## config.mk

```make
export PLATFORM = sky130hd
export DESIGN_NAME = action_encoder
export DESIGN_NICKNAME = d
export VERILOG_FILES = /design/src/rtl/game_pkg.sv /design/src/rtl/btn_debounce.sv /design/src/rtl/action_encoder.sv
export SDC_FILE = /design/constraint.sdc
export NUM_CORES = 1
export LEC_CHECK = 0
export ABC_AREA = 1
export BUFFER_PORTS_ARGS = -buffer_cell sky130_fd_sc_hd__buf_2
export CAP_MARGIN = 5
export CORE_ASPECT_RATIO = 1.75
export CORE_MARGIN = 3
export CORE_UTILIZATION = 57
export CTS_BUF_LIST = sky130_fd_sc_hd__clkbuf_4 sky130_fd_sc_hd__clkbuf_8
export DETAILED_ROUTE_END_ITERATION = 7
export GPL_ROUTABILITY_DRIVEN = 0
export PLACE_DENSITY = 0.77
export SETUP_SLACK_MARGIN = 0.05
export SLEW_MARGIN = 10
export SYNTH_ARGS = -nofsm -noshare
export SYNTH_HDL_FRONTEND = slang
export SYNTH_SLANG_ARGS = --single-unit
```

## constraint.sdc

```tcl
create_clock -name clk -period 2.5 [get_ports clk]
set_clock_uncertainty 0.1 [all_clocks]
set_input_delay 0.5 -clock clk [delete_from_list [all_inputs] [get_ports clk]]
set_output_delay 0.5 -clock clk [all_outputs]
set_load 0.02 [all_outputs]
```

## src/rtl/game_pkg.sv

```systemverilog
// Shared game definitions: action codes, player position codes and button indices
// used by the action encoder and the player modules.
package game_pkg;

    typedef enum logic [2:0] {
        ACT_KICK   = 3'b000,
        ACT_PUNCH  = 3'b001,
        ACT_AWAIT  = 3'b010,
        ACT_JUMP   = 3'b011,
        ACT_LEFT1  = 3'b100,
        ACT_LEFT2  = 3'b101,
        ACT_RIGHT1 = 3'b110,
        ACT_RIGHT2 = 3'b111
    } action_t;

    typedef enum logic [1:0] {
        POS_LEFT   = 2'd0,
        POS_CENTER = 2'd1,
        POS_RIGHT  = 2'd2,
        POS_AIR    = 2'd3
    } position_t;

    localparam int NUM_BTN   = 5;
    localparam int BTN_KICK  = 0;
    localparam int BTN_PUNCH = 1;
    localparam int BTN_JUMP  = 2;
    localparam int BTN_LEFT  = 3;
    localparam int BTN_RIGHT = 4;

    // Movement alternates step 1 / step 2 while the same direction is repeated.
    function automatic action_t next_move(input action_t prev, input logic go_right);
        action_t result;
        if (go_right) begin
            if (prev == ACT_RIGHT1) result = ACT_RIGHT2;
            else                    result = ACT_RIGHT1;
        end else begin
            if (prev == ACT_LEFT1)  result = ACT_LEFT2;
            else                    result = ACT_LEFT1;
        end
        return result;
    endfunction

endpackage

```

## src/rtl/btn_debounce.sv

```systemverilog
// Two-flop synchronizer, counter-based debouncer and registered rising-edge pulse
// for one raw asynchronous button.
module btn_debounce #(
    parameter int DEBOUNCE_CYC = 4
) (
    input  logic clk,
    input  logic rst,
    input  logic btn,
    output logic level,
    output logic rise
);

    localparam int CW = (DEBOUNCE_CYC > 1) ? $clog2(DEBOUNCE_CYC) : 1;

    logic          sync1_reg;
    logic          sync2_reg;
    logic          level_reg;
    logic          rise_reg;
    logic [CW-1:0] cnt_reg;

    always_ff @(posedge clk) begin
        if (rst) begin
            sync1_reg <= 1'b0;
            sync2_reg <= 1'b0;
            level_reg <= 1'b0;
            rise_reg  <= 1'b0;
            cnt_reg   <= '0;
        end else begin
            sync1_reg <= btn;
            sync2_reg <= sync1_reg;
            rise_reg  <= 1'b0;
            // cnt_reg counts samples already seen that disagree with the accepted level
            if (sync2_reg == level_reg) begin
                cnt_reg <= '0;
            end else if (cnt_reg == CW'(DEBOUNCE_CYC - 1)) begin
                level_reg <= sync2_reg;
                rise_reg  <= sync2_reg;
                cnt_reg   <= '0;
            end else begin
                cnt_reg <= cnt_reg + 1'b1;
            end
        end
    end

    assign level = level_reg;
    assign rise  = rise_reg;

endmodule

```

## src/rtl/action_encoder.sv

```systemverilog
// Turns five debounced player buttons into one encoded action per game tick,
// with attack cooldown, edge-triggered jump and alternating movement steps.
module action_encoder
    import game_pkg::*;
#(
    parameter int DEBOUNCE_CYC   = 4,
    parameter int TICK_DIV       = 8,
    parameter int COOLDOWN_TICKS = 2
) (
    input  logic       clk,
    input  logic       rst,
    input  logic       btn_kick,
    input  logic       btn_punch,
    input  logic       btn_jump,
    input  logic       btn_left,
    input  logic       btn_right,
    output logic [2:0] action,
    output logic       action_valid,
    output logic       busy
);

    localparam int TW  = (TICK_DIV > 1) ? $clog2(TICK_DIV) : 1;
    localparam int CDW = (COOLDOWN_TICKS > 0) ? $clog2(COOLDOWN_TICKS + 1) : 1;

    logic [NUM_BTN-1:0] btn_raw;
    logic [NUM_BTN-1:0] level;
    logic [NUM_BTN-1:0] rise;

    logic [TW-1:0]  tick_cnt_reg;
    logic [CDW-1:0] cooldown_reg;
    logic [CDW-1:0] cooldown_next;
    action_t        action_reg;
    action_t        action_next;
    logic           action_valid_reg;
    logic           jump_pending_reg;
    logic           tick;
    logic           kick_ok;
    logic           punch_ok;
    logic           left_only;
    logic           right_only;
    logic           unused_rise;

    assign btn_raw[BTN_KICK]  = btn_kick;
    assign btn_raw[BTN_PUNCH] = btn_punch;
    assign btn_raw[BTN_JUMP]  = btn_jump;
    assign btn_raw[BTN_LEFT]  = btn_left;
    assign btn_raw[BTN_RIGHT] = btn_right;

    genvar gi;
    generate
        for (gi = 0; gi < NUM_BTN; gi++) begin : g_btn
            btn_debounce #(
                .DEBOUNCE_CYC(DEBOUNCE_CYC)
            ) u_debounce (
                .clk  (clk),
                .rst  (rst),
                .btn  (btn_raw[gi]),
                .level(level[gi]),
                .rise (rise[gi])
            );
        end
    endgenerate

    // Only jump is edge-triggered; the jump level itself is never consulted.
    assign unused_rise = ^{rise[BTN_KICK], rise[BTN_PUNCH], rise[BTN_LEFT],
                           rise[BTN_RIGHT], level[BTN_JUMP]};

    assign tick = (tick_cnt_reg == TW'(TICK_DIV - 1));

    always_comb begin
        kick_ok       = level[BTN_KICK]  && (cooldown_reg == '0);
        punch_ok      = level[BTN_PUNCH] && (cooldown_reg == '0);
        left_only     = level[BTN_LEFT]  && !level[BTN_RIGHT];
        right_only    = level[BTN_RIGHT] && !level[BTN_LEFT];
        action_next   = ACT_AWAIT;
        cooldown_next = cooldown_reg;

        if (kick_ok)               action_next = ACT_KICK;
        else if (punch_ok)         action_next = ACT_PUNCH;
        else if (jump_pending_reg) action_next = ACT_JUMP;
        else if (right_only)       action_next = next_move(action_reg, 1'b1);
        else if (left_only)        action_next = next_move(action_reg, 1'b0);

        if (kick_ok || punch_ok)     cooldown_next = CDW'(COOLDOWN_TICKS);
        else if (cooldown_reg != '0) cooldown_next = cooldown_reg - 1'b1;
    end

    always_ff @(posedge clk) begin
        if (rst) begin
            tick_cnt_reg     <= '0;
            cooldown_reg     <= '0;
            action_reg       <= ACT_AWAIT;
            action_valid_reg <= 1'b0;
            jump_pending_reg <= 1'b0;
        end else begin
            action_valid_reg <= tick;
            if (tick) begin
                tick_cnt_reg <= '0;
                action_reg   <= action_next;
                cooldown_reg <= cooldown_next;
            end else begin
                tick_cnt_reg <= tick_cnt_reg + 1'b1;
            end
            // A fresh edge outranks the clear from a tick that issues the jump.
            if (rise[BTN_JUMP]) begin
                jump_pending_reg <= 1'b1;
            end else if (tick && (action_next == ACT_JUMP)) begin
                jump_pending_reg <= 1'b0;
            end
        end
    end

    assign action       = action_reg;
    assign action_valid = action_valid_reg;
    assign busy         = (cooldown_reg != '0);

endmodule

```

==> results of run 1 <==
[critical path: stages (launching register included)]
cell	delay, ns
dfxtp_1	0.33
inv_1	0.06
ha_1	0.26
inv_1	0.09
buf_2	0.16
[final cells by class]
cell class,count,area [um^2],area share [%]
Clock inverter,1,5.00,0.324
Timing Repair Buffer,11,55.1,3.57
Tap cell,25,31.3,2.03
Multi-Input combinational cell,91,514,33.3
Inverter,37,140,9.08
Sequential cell,36,721,46.7
Clock buffer,6,76.3,4.95
[cells in the final DEF (no fill, tap or decap)]
master,n
inv_1,36
dfxtp_1,36
nor2_1,31
nand2_1,15
a21oi_1,12
ha_1,11
buf_2,11
nand3_1,5
o21ai_1,5
clkbuf_8,5
o211ai_1,4
clkinv_2,2
a21oi_2,2
nand3b_1,1
o21ai_0,1
nand2_2,1
o21ai_2,1
xor2_1,1
nand3_2,1
clkbuf_4,1
[kinds of logic (layout without fill, tap and decap cells)]
group | count (synthesis) | after routing
DFF | 36 | 36
xor gates and xnor gates | 1 | 1
and+or+nand+nor | 54 | 54
adders and majority gates | 11 | 11
buffers and inverters | 40 | 55
AOI/OAI and AO/OA | 25 | 25
[worst min path at each step]
stage	cells past startpoint	slack, ns	start	endpoint
CTS	2	0.30	g_btn[1].u_debounce.sync1_reg$_SDFF_PP0_	g_btn[1].u_debounce.sync2_reg$_SDFF_PP0_
global route	2	0.31	g_btn[1].u_debounce.sync1_reg$_SDFF_PP0_	g_btn[1].u_debounce.sync2_reg$_SDFF_PP0_
finish	2	0.30	g_btn[1].u_debounce.sync1_reg$_SDFF_PP0_	g_btn[1].u_debounce.sync2_reg$_SDFF_PP0_
detailed placement	2	0.29	g_btn[1].u_debounce.sync1_reg$_SDFF_PP0_	g_btn[1].u_debounce.sync2_reg$_SDFF_PP0_
global placement	2	0.29	g_btn[2].u_debounce.sync1_reg$_SDFF_PP0_	g_btn[2].u_debounce.sync2_reg$_SDFF_PP0_
floorplan	2	0.29	g_btn[0].u_debounce.sync1_reg$_SDFF_PP0_	g_btn[0].u_debounce.sync2_reg$_SDFF_PP0_
[routing by layer]
layer / share of wire [%] / routed length [um] / up-vias / global-route usage (%)
li1: - / - / 538 / -
met1: 39 / 834 / 452 / 15.4
met2: 56 / 1190 / 13 / 30.3
met3: 3.1 / 66 / 5 / 6.03
met4: 1.6 / 35 / 0 / 8.05
met5: 0 / 0 / - / 0
[power by group through the flow]
stage | combinational [mW] | sequential (mW) | clock [mW]
detailed placement | 0.0368 | 0.607 | 0
global placement | 0.0340 | 0.607 | 0
global route | 0.0441 | 0.595 | 0.413
finish | 0.0359 | 0.594 | 0.377
floorplan | 0.0303 | 0.606 | 0
CTS | 0.0369 | 0.594 | 0.393
[metrics by stage]
step                instance area, um^2  hold slack (ns)  instances  total power, mW
finish                             1540            0.295        207             1.01
CTS                                1540            0.298        207             1.02
floorplan                          1400            0.288        167            0.636
global placement                   1460            0.292        200            0.641
detailed placement                 1460            0.292        200            0.644
global route                       1540            0.313        207             1.05
==> impl_results.md, run 1 <==
* Status: finished clean
* Vias in the first global route at about 1000
* Fillers at about 190
* # hold bufs at CTS at 0
* Setup crit end: busy
* Yosys warning count at 0
* FFs w/ async S/R, synth at 0%
* Share of cells above drive strength 1 at 13.2%
* Largest net degree at the start of global routing at 20
* PortBufs at 11
* Die height at slightly above 70 um
* Nets@finish at 200
* Distinct cells, synth at 19
* Crit path launch: cooldown_reg[0]$_SDFFE_PP0P_
* CP arrival at approximately 1.2 ns
* Xor and xnor area share after synthesis at less than 1%
* Residual DRC at 0
* Largest family of logic cells by synthesized area: simple AND/OR/NAND/NOR gates
* CTS Root Cell: clkbuf_8
* First-pass GRT wire length at about 3.9 mm
* Slew Limit Fails at 0
* Tot GR Track Use at 16.5%
* Synth area leaders: dfxtp_1, ha_1, inv_1
* CTS H-tree lvls at 2
* TritonCTS Buffers at 5
* Post-synth top cells: dfxtp_1, inv_1, nor2_1, nand2_1, a21oi_1
* Starting Density at approximately three fifths
* Final core area utilization at between 60% and 70%
* Setup WS pre-CTS at 0.873 ns
* Skew-Pair Late Insertion Delay at approximately 0.28 ns
* HPWL Detailed at around 1.7 mm
* Synth Area per Inst at approximately 8.4 um^2
* Actual slew at the worst max-slew pin at 0.330 ns
* Synthesized instance count at 167
* Number of flops mapped to enable cells by yosys at 0
* Sequential share of the synthesized area at 51.4%
* Min-Delay Path Class: flop to flop
* Drt first pass iters at 4
* Internal power at approximately 0.8 mW
* CTS tree: done
* Cts repair resizes at 0
* Site Rows at 23
* Detail Route Antenna Nets at 0
* Post-Synth Simple-Gate Area at 15.8%
* Synth Net Count at between 150 and 200
* Crit. End Element: primary output
* Area grow syn2layout at 9.99%
* Worst slew margin at approximately four fifths
* WL per Instance at 10.3 um
* Net Sw Power at approximately 0.21 mW
* Clock power frac at 37.4%
* Die area at between 3000 and 4000 um^2
* Grt ovf at 0
* FF+latch count, synth at 36
* Max Fclk at approximately 560 MHz
* Antenna cells at 0
* Sw Ratio at just over 20%
* Boundary Pins at 12
* Post-Route Setup TNS at 0 ns
* Yosys top cell by area: dfxtp_1
* CP Data Required Time at ~1.9 ns
* CTS max path bufs at 2
* CTS clk-pin slew, worst paths at approximately 0.060 ns
* Critical path class: flop to primary output
* Pleak at roughly 0.73 nW
* Largest register FFs at 10
* Startpoint types: flop
* Synth Area in Compound Gates at 10.4%
* Worst vdd ir at approximately 0.00048 V
* Via count at a little over 1000
* Final min period at between 1.5 and 2 ns
* Final period util at 71.2%
* RSZ-0062 raised after global routing: false
* Num Clock Sinks at 36
* Via density at approximately 4.9
* FF-to-FF setup slack at 1.15 ns
* Post-CTS setup buffers at 0
* Max cap viols at 0
* Post-synthesis adder-cell area fraction at slightly below 10%
* Final setup fails at 0
* Initial antenna violation count at 0
* Share of the synthesized area in the top cell type at between 50% and 60%
* Worst reg-to-reg path cell count at 5
* Main synth FF type: dfxtp_1
* Seq pwr share at roughly three fifths
* Power Dens Cells at about 650 nW/um^2
* Hold Fails Final Rpt at 0
* Comb pwr share at between 3 and 4%
* DR iter-0 viols at 23
* Post-synthesis mux area share at 0%
* Core footprint at approximately 2300 um^2
* Worst R2R End: action[1]$_SDFFE_PP1P_
* CP Max Fanout at 5
* Worst setup margin at a little over 0.7 ns
* Die X at 43.5 um
* Reg2Reg Launch Point: tick_cnt_reg[0]$_SDFF_PP0_
* Cell Area, Synth at 1400 um^2
* Routed WL at 2.12 mm
(Power assumes the default switching activity.)
==> run 2, diff against run 1 <==
- ABC_AREA: 1 -> 0
- clock period: 2.5 -> 1.8 ns (I/O delays scaled with it)
==> impl_results.md, run 2 <==
* Die area at 3000 um^2 (-3.7%)
* Most common cell in the netlist: dfxtp_1
* Initial antenna violation count at 0 (unchanged)
* Slowest cell on the critical path: dfxtp_1
* Final cell count without fillers at 173 (-16%)
* Cell mode on critical path: inv_1
* Max cap viols at 0 (unchanged)
* Worst slew margin at 77.3% (-0.68 points)
* Worst vdd ir at 0.000947 V (+96%)
* Comb pwr share at 3.2% (-0.4 points)
* Antenna cells at 0 (unchanged)
* Fin Hold WS at 0.133 ns (-0.162 ns)
* Final Cell Area at 1510 um^2 (-2.4%)
* Min-Delay Path Class: primary input to flop
* Sw Ratio at 19.7% (-0.71 points)
* Crit path max-delay family: flip-flops
* CTS tree: done
* Drt first pass iters at 4 (unchanged)
* Number of flops mapped to enable cells by yosys at 0 (unchanged)
* Synth area leaders: dfxtp_1, ha_1, nor2_1
* Critical path cell sequence: inv_1, ha_2, inv_1, buf_2
* Most common cell after layout, fill and taps aside: dfxtp_1
* Main synth FF type: dfxtp_1
* Largest register FFs at 10 (unchanged)
* Setup WS pre-CTS at 0.191 ns (-0.682 ns)
* Boundary Pins at 12 (unchanged)
* # hold bufs at CTS at 0 (unchanged)
* Core footprint at 2170 um^2 (-6.7%)
* Actual slew at the worst max-slew pin at 0.340 ns (+0.0102 ns)
* Routed WL at 2.00 mm (-5.7%)
* Multi-input logic area at 568 um^2 (+10%)
* Startpoint types: flop
* Fillers at 176 (-5.4%)
* Via density at 5.18 (+6.4%)
* Clock power frac at 39.0% (+1.6 points)
* Share of the synthesized area in the top cell type at 53.6% (+2.2 points)
* Nets@finish at 166 (-17%)
* Grt ovf at 0 (unchanged)
* Tot GR Track Use at 16.3% (-0.21 points)
* Area grow syn2layout at 12.0%
* Power Dens Cells at 946 nW/um^2 (+45%)
* WL per Instance at 11.6 um (+13%)
* Worst setup margin at 0.160 ns (-0.561 ns)
* Yosys warning count at 0 (unchanged)
* Detail Route Antenna Nets at 0 (unchanged)
* CP Data Required Time at 1.34 ns (-0.56 ns)
* FF-to-FF setup slack at 0.16 ns (-0.99 ns)
* Internal power at 1.15 mW (+43%)
* Final setup fails at 0 (unchanged)
* CP Max Fanout at 5 (unchanged)
* Slowest stage delay, CP at 0.31 ns (-0.02 ns)
* Synth Net Count at 150 (-19%)
* RSZ-0062 raised after global routing: false
* Yosys top cell by area: dfxtp_1
* Share of cells above drive strength 1 at 16.1% (+2.9 points)
* Cell Area, Synth at 1350 um^2 (-4.1%)
* Final core area utilization at 69.3% (+3.1 points)
* PortBufs at 11 (unchanged)
* TritonCTS Buffers at 5 (unchanged)
* Sequential share of the synthesized area at 53.6% (+2.2 points)
* First-pass GRT wire length at 3.66 mm (-5.0%)
* Status: finished clean
* FFs w/ async S/R, synth at 0% (unchanged)
* Net Sw Power at 0.280 mW (+37%)
* Pleak at 0.636 nW (-13%)
* Critical path class: flop to primary output
* Total Power at 1.43 mW (+42%)
* Via count at 896 (-11%)
* CTS clk-pin slew, worst paths at 0.10 ns (+0.04 ns)
* Site Rows at 22 (-4.3%)
* Vias in the first global route at 921 (-7.8%)
* Starting Density at 61.9% (+1.7 points)
* Distinct cells, synth at 28 (+9)
* Post-synth top cells: dfxtp_1, nor2_1, inv_1, ha_1, nor2b_1
* Buf+Inv Stages, Crit Path at 3 (unchanged)
* Die X at 42.7 um (-1.8%)
* Final min period at 1.64 ns
* Slew Limit Fails at 0 (unchanged)
* Placed Instances at 165 (-18%)
* Crit. End Element: primary output
* Final period util at roughly nine tenths
* Skew-Pair Late Insertion Delay at 0.34 ns (+0.06 ns)
* Register area at 721 um^2 (unchanged)
* Synth Area per Inst at 10.2 um^2 (+21%)
* Hold Fails Final Rpt at 0 (unchanged)
* CTS max path bufs at 2 (unchanged)
* Area after DPL at 1420 um^2 (-2.6%)
* Die height at 70.3 um (-1.9%)
* Num Clock Sinks at 36 (unchanged)
* Synthesized instance count at 132 (-21%)
* DR iter-0 viols at 14 (-39%)
* Seq pwr share at 57.8% (-1.2 points)
* Largest net degree at the start of global routing at 22 (+10%)
* Residual DRC at 0 (unchanged)
* Commonest cells after routing, fill and taps aside: dfxtp_1, nor2_1, inv_1
* CP arrival at 1.18 ns (about the same)
* CTS Root Cell: clkbuf_4
* FF+latch count, synth at 36 (unchanged)
* CTS H-tree lvls at 2 (unchanged)
* Max Fclk at ~610 MHz
* HPWL Detailed at 1.49 mm (-9.9%)
* Post-Route Setup TNS at 0 ns (unchanged)
-- run 2: changes by cell type in the layout (fill, tap and decap cells not counted), sizes merged, moves of 4 or more --
cell / delta
nand3: -4
a21oi: -10
nor2b: +10
inv: -24
xnor2: +5
nor2: -11
or3: +5
nand2: -15
o211ai: -4
mux2i: +5
-- run 2: what timing repair did --
item | CTS | global route
endpoints found under the setup margin | 0 | 1
resized for setup | 0 | 1
buffers inserted | 0 | 0
-- run 2: cell families (layout without fill, tap and decap cells) --
logic type	Yosys count	count (layout)	share of synthesized area (%)
flip-flops	36	36	53.6
multiplexers	6	6	4.56
adder cells (fa/ha/maj)	11	11	10.2
XOR/XNOR	5	5	3.26
AND/OR/NAND/NOR	46	46	17.9
buffers and inverters	15	32	4.37
AO/OA/AOI/OAI	13	13	6.14
-- run 2: power groups by stage --
| stage | Sequential (mW) | Clock, mW | Combinational [mW] |
|---|---|---|---|
| after floorplan | 0.841 | 0 | 0.0320 |
| after global placement | 0.841 | 0 | 0.0423 |
| after detailed placement | 0.843 | 0 | 0.0463 |
| after CTS | 0.825 | 0.572 | 0.0462 |
| after global routing | 0.827 | 0.598 | 0.0532 |
| final | 0.824 | 0.556 | 0.0449 |
-- run 2: area by class of cell --
cell class	count	share of cell area [%]
clock buffer	6	2.99
timing repair buffer	12	4.15
multi-input combinational	81	37.7
tap	24	1.99
clock inverter	2	2.33
sequential	36	47.8
inverter	12	2.99
-- run 2: worst paths after layout --
kind                                                           startpoint                                   endpoint  cells after the start
worst max-delay path                         cooldown_reg[0]$_SDFFE_PP0P_                                       busy                      4
worst min-delay path                                             btn_left   g_btn[3].u_debounce.sync1_reg$_SDFF_PP0_                      2
worst max register to register                 tick_cnt_reg[0]$_SDFF_PP0_               cooldown_reg[1]$_SDFFE_PP0P_                      5
worst min register to register  g_btn[1].u_debounce.cnt_reg[0]$_SDFF_PP0_  g_btn[1].u_debounce.cnt_reg[0]$_SDFF_PP0_                      1
-- run 2: metal layers --
layer,part of all wire (%),global-route usage [%],vias to the layer above
met5,0,0,-
met4,2.9,10.4,0
met3,5.4,6.19,7
met2,56,28.1,19
met1,36,15.4,408
li1,-,-,462
==> run 3, diff against run 2 <==
--- a/config.mk
+++ b/config.mk
@@ -15,8 +15,9 @@
 export DETAILED_ROUTE_END_ITERATION = 7
 export GPL_ROUTABILITY_DRIVEN = 0
-export PLACE_DENSITY = 0.77
+export PLACE_DENSITY = 0.76
 export SETUP_SLACK_MARGIN = 0.05
 export SLEW_MARGIN = 10
 export SYNTH_ARGS = -nofsm -noshare
 export SYNTH_HDL_FRONTEND = slang
+export SYNTH_HIERARCHICAL = 1
 export SYNTH_SLANG_ARGS = --single-unit
==> constraint.sdc (replaced) <==
create_clock -name clk -period 2 [get_ports clk]
set_clock_uncertainty 0.1 [all_clocks]
set_input_delay 0.6 -clock clk [delete_from_list [all_inputs] [get_ports clk]]
set_output_delay 0.6 -clock clk [all_outputs]
set_load 0.02 [all_outputs]
==> impl_results.md, run 3 <==
* Post-Route Setup TNS at 0 ns (unchanged)
* Tot GR Track Use at 16.3% (about the same)
* Largest net degree at the start of global routing at 22 (unchanged)
* Routed WL at 2.09 mm (+4.7%)
* Worst slew margin at 72.6% (-4.7 points)
* DR iter-0 viols at 10 (-4)
* CP arrival at 1.16 ns (-0.02 ns)
* Area grow syn2layout at 11.0%
* Most common cell after layout, fill and taps aside: dfxtp_1
* HPWL Detailed at 1.53 mm (+2.7%)
* CTS Root Cell: clkbuf_4
* Drt first pass iters at 4 (unchanged)
* Die area at 3050 um^2 (+1.5%)
* Commonest cells after routing, fill and taps aside: dfxtp_1, buf_2, nor2_1, ha_1, nor2b_1
* Worst reg-to-reg path cell count at 5 (unchanged)
* Nets@finish at 157 (-5.4%)
* Max cap viols at 0 (unchanged)
* Cell Area, Synth at 1370 um^2 (+1.7%)
* Skew-Pair Late Insertion Delay at 0.34 ns (about the same)
* Fillers at 189 (+7.4%)
* RSZ-0062 raised after global routing: false
* Antenna cells at 0 (unchanged)
* Status: finished clean
* Slew Limit Fails at 0 (unchanged)
* Final period util at 93.0%
* Hold Crit Depth at 1 (-1)
* Starting Density at 62.1% (+0.25 points)
* Final setup fails at 0 (unchanged)
* PortBufs at 11 (unchanged)
* Die height at 70.8 um (+0.76%)
* Share of cells above drive strength 1 at 21.6% (+5.5 points)
* CTS max path bufs at 2 (unchanged)
* First-pass GRT wire length at 3.71 mm (+1.3%)
* TritonCTS Buffers at 5 (unchanged)
* CTS clk-pin slew, worst paths at 0.10 ns (about the same)
* Min-Delay Path Class: flop to flop
* Die X at 43.0 um (+0.71%)
* Crit. End Element: primary output
* Actual slew at the worst max-slew pin at 0.410 ns (+0.0703 ns)
* Startpoint types: flop
* Synthesized instance count at 121 (-8.3%)
* Max Fclk at 537 MHz
* Initial antenna violation count at 0 (unchanged)
* Worst vdd ir at 0.000610 V (-36%)
* Power Dens Cells at 754 nW/um^2 (-20%)
* Yosys warning count at 6 (+6)
* CP Data Required Time at 1.30 ns (-0.04 ns)
* Site Rows at 22 (unchanged)
* Fin Hold WS at 0.335 ns (+0.202 ns)
* Vias in the first global route at 899 (-2.4%)
* WL per Instance at 12.8 um (+11%)
* Via density at 5.48 (+5.9%)
* Largest register FFs at 10 (unchanged)
* Synth Area per Inst at 11.3 um^2 (+11%)
* Post-CTS setup buffers at 0 (unchanged)
* Critical path class: flop to primary output
* Boundary Pins at 12 (unchanged)
* Synth Net Count at 139 (-7.3%)
* Core footprint at 2200 um^2 (+1.3%)
* Residual DRC at 0 (unchanged)
* Num Clock Sinks at 36 (unchanged)
* Hold Fails Final Rpt at 0 (unchanged)
* Final min period at ~1.9 ns
* Via count at 894 (-0.22%)
* Grt ovf at 0 (unchanged)
* CTS H-tree lvls at 2 (unchanged)
* Detail Route Antenna Nets at 0 (unchanged)
* CP Max Fanout at 6 (+1)
* CTS tree: done
* Pleak at 0.601 nW (-5.5%)
## run 3: final timing paths
| kind | end | from | slack [ns] |
|---|---|---|---|
| worst min register to register | tick_cnt_reg[0]$_SDFF_PP0_ | tick_cnt_reg[0]$_SDFF_PP0_ | 0.33 |
| worst min-delay path | tick_cnt_reg[0]$_SDFF_PP0_ | tick_cnt_reg[0]$_SDFF_PP0_ | 0.33 |
| worst max register to register | cooldown_reg[1]$_SDFFE_PP0P_ | tick_cnt_reg[0]$_SDFF_PP0_ | 0.47 |
| worst max-delay path | busy | cooldown_reg[0]$_SDFFE_PP0P_ | 0.14 |
## run 3: final cells by class
class                           count  area, um^2  share of cell area, %
Tap cell                           24        30.0                   1.98
Timing Repair Buffer               12        62.6                   4.12
Clock buffer                        6        45.0                   2.97
Multi-Input combinational cell     77         628                   41.4
Inverter                            7        26.3                   1.73
Sequential cell                    36         721                   47.5
Clock inverter                      1        5.00                  0.330
## run 3: stage by stage
stage	std cells	setup slack [ns]	power, mW	cell area [um^2]	utilization, %
after floorplan	121	0.540	0.781	1370	-
after global placement	156	0.466	0.799	1460	66.1
after detailed placement	156	0.409	0.803	1460	66.1
after CTS	163	0.0768	1.16	1510	68.5
after global routing	163	0.0622	1.20	1520	68.9
final	163	0.139	1.14	1520	68.9
## run 3: routing by layer
layer	wire [um]	vias to the layer above	part of all wire [%]	track usage, %
met5	0	-	0	0
met4	102	0	4.9	11.7
met2	1010	20	48	25.4
li1	-	454	-	-
met1	889	408	42	17.5
met3	91	12	4.3	6.36
## run 3: power by group
| part | internal (mW) | switching [mW] | leakage [nW] |
|---|---|---|---|
| Combinational | 0.0205 | 0.0226 | 0.276 |
| Clock | 0.143 | 0.217 | 0.0315 |
| Sequential | 0.734 | 0.00743 | 0.293 |
| Total | 0.898 | 0.247 | 0.601 |
## run 3: worst max-delay path, stage by stage (launching register included)
cell and delay (ns):
dfxtp_1 0.31, inv_1 0.12, ha_4 0.19, inv_1 0.05, buf_2 0.15
## run 3: repair_timing
| item | CTS | global route |
|---|---|---|
| setup endpoints to repair | 1 | 1 |
| gates resized for setup | 1 | 1 |
| hold buffers | 0 | 0 |
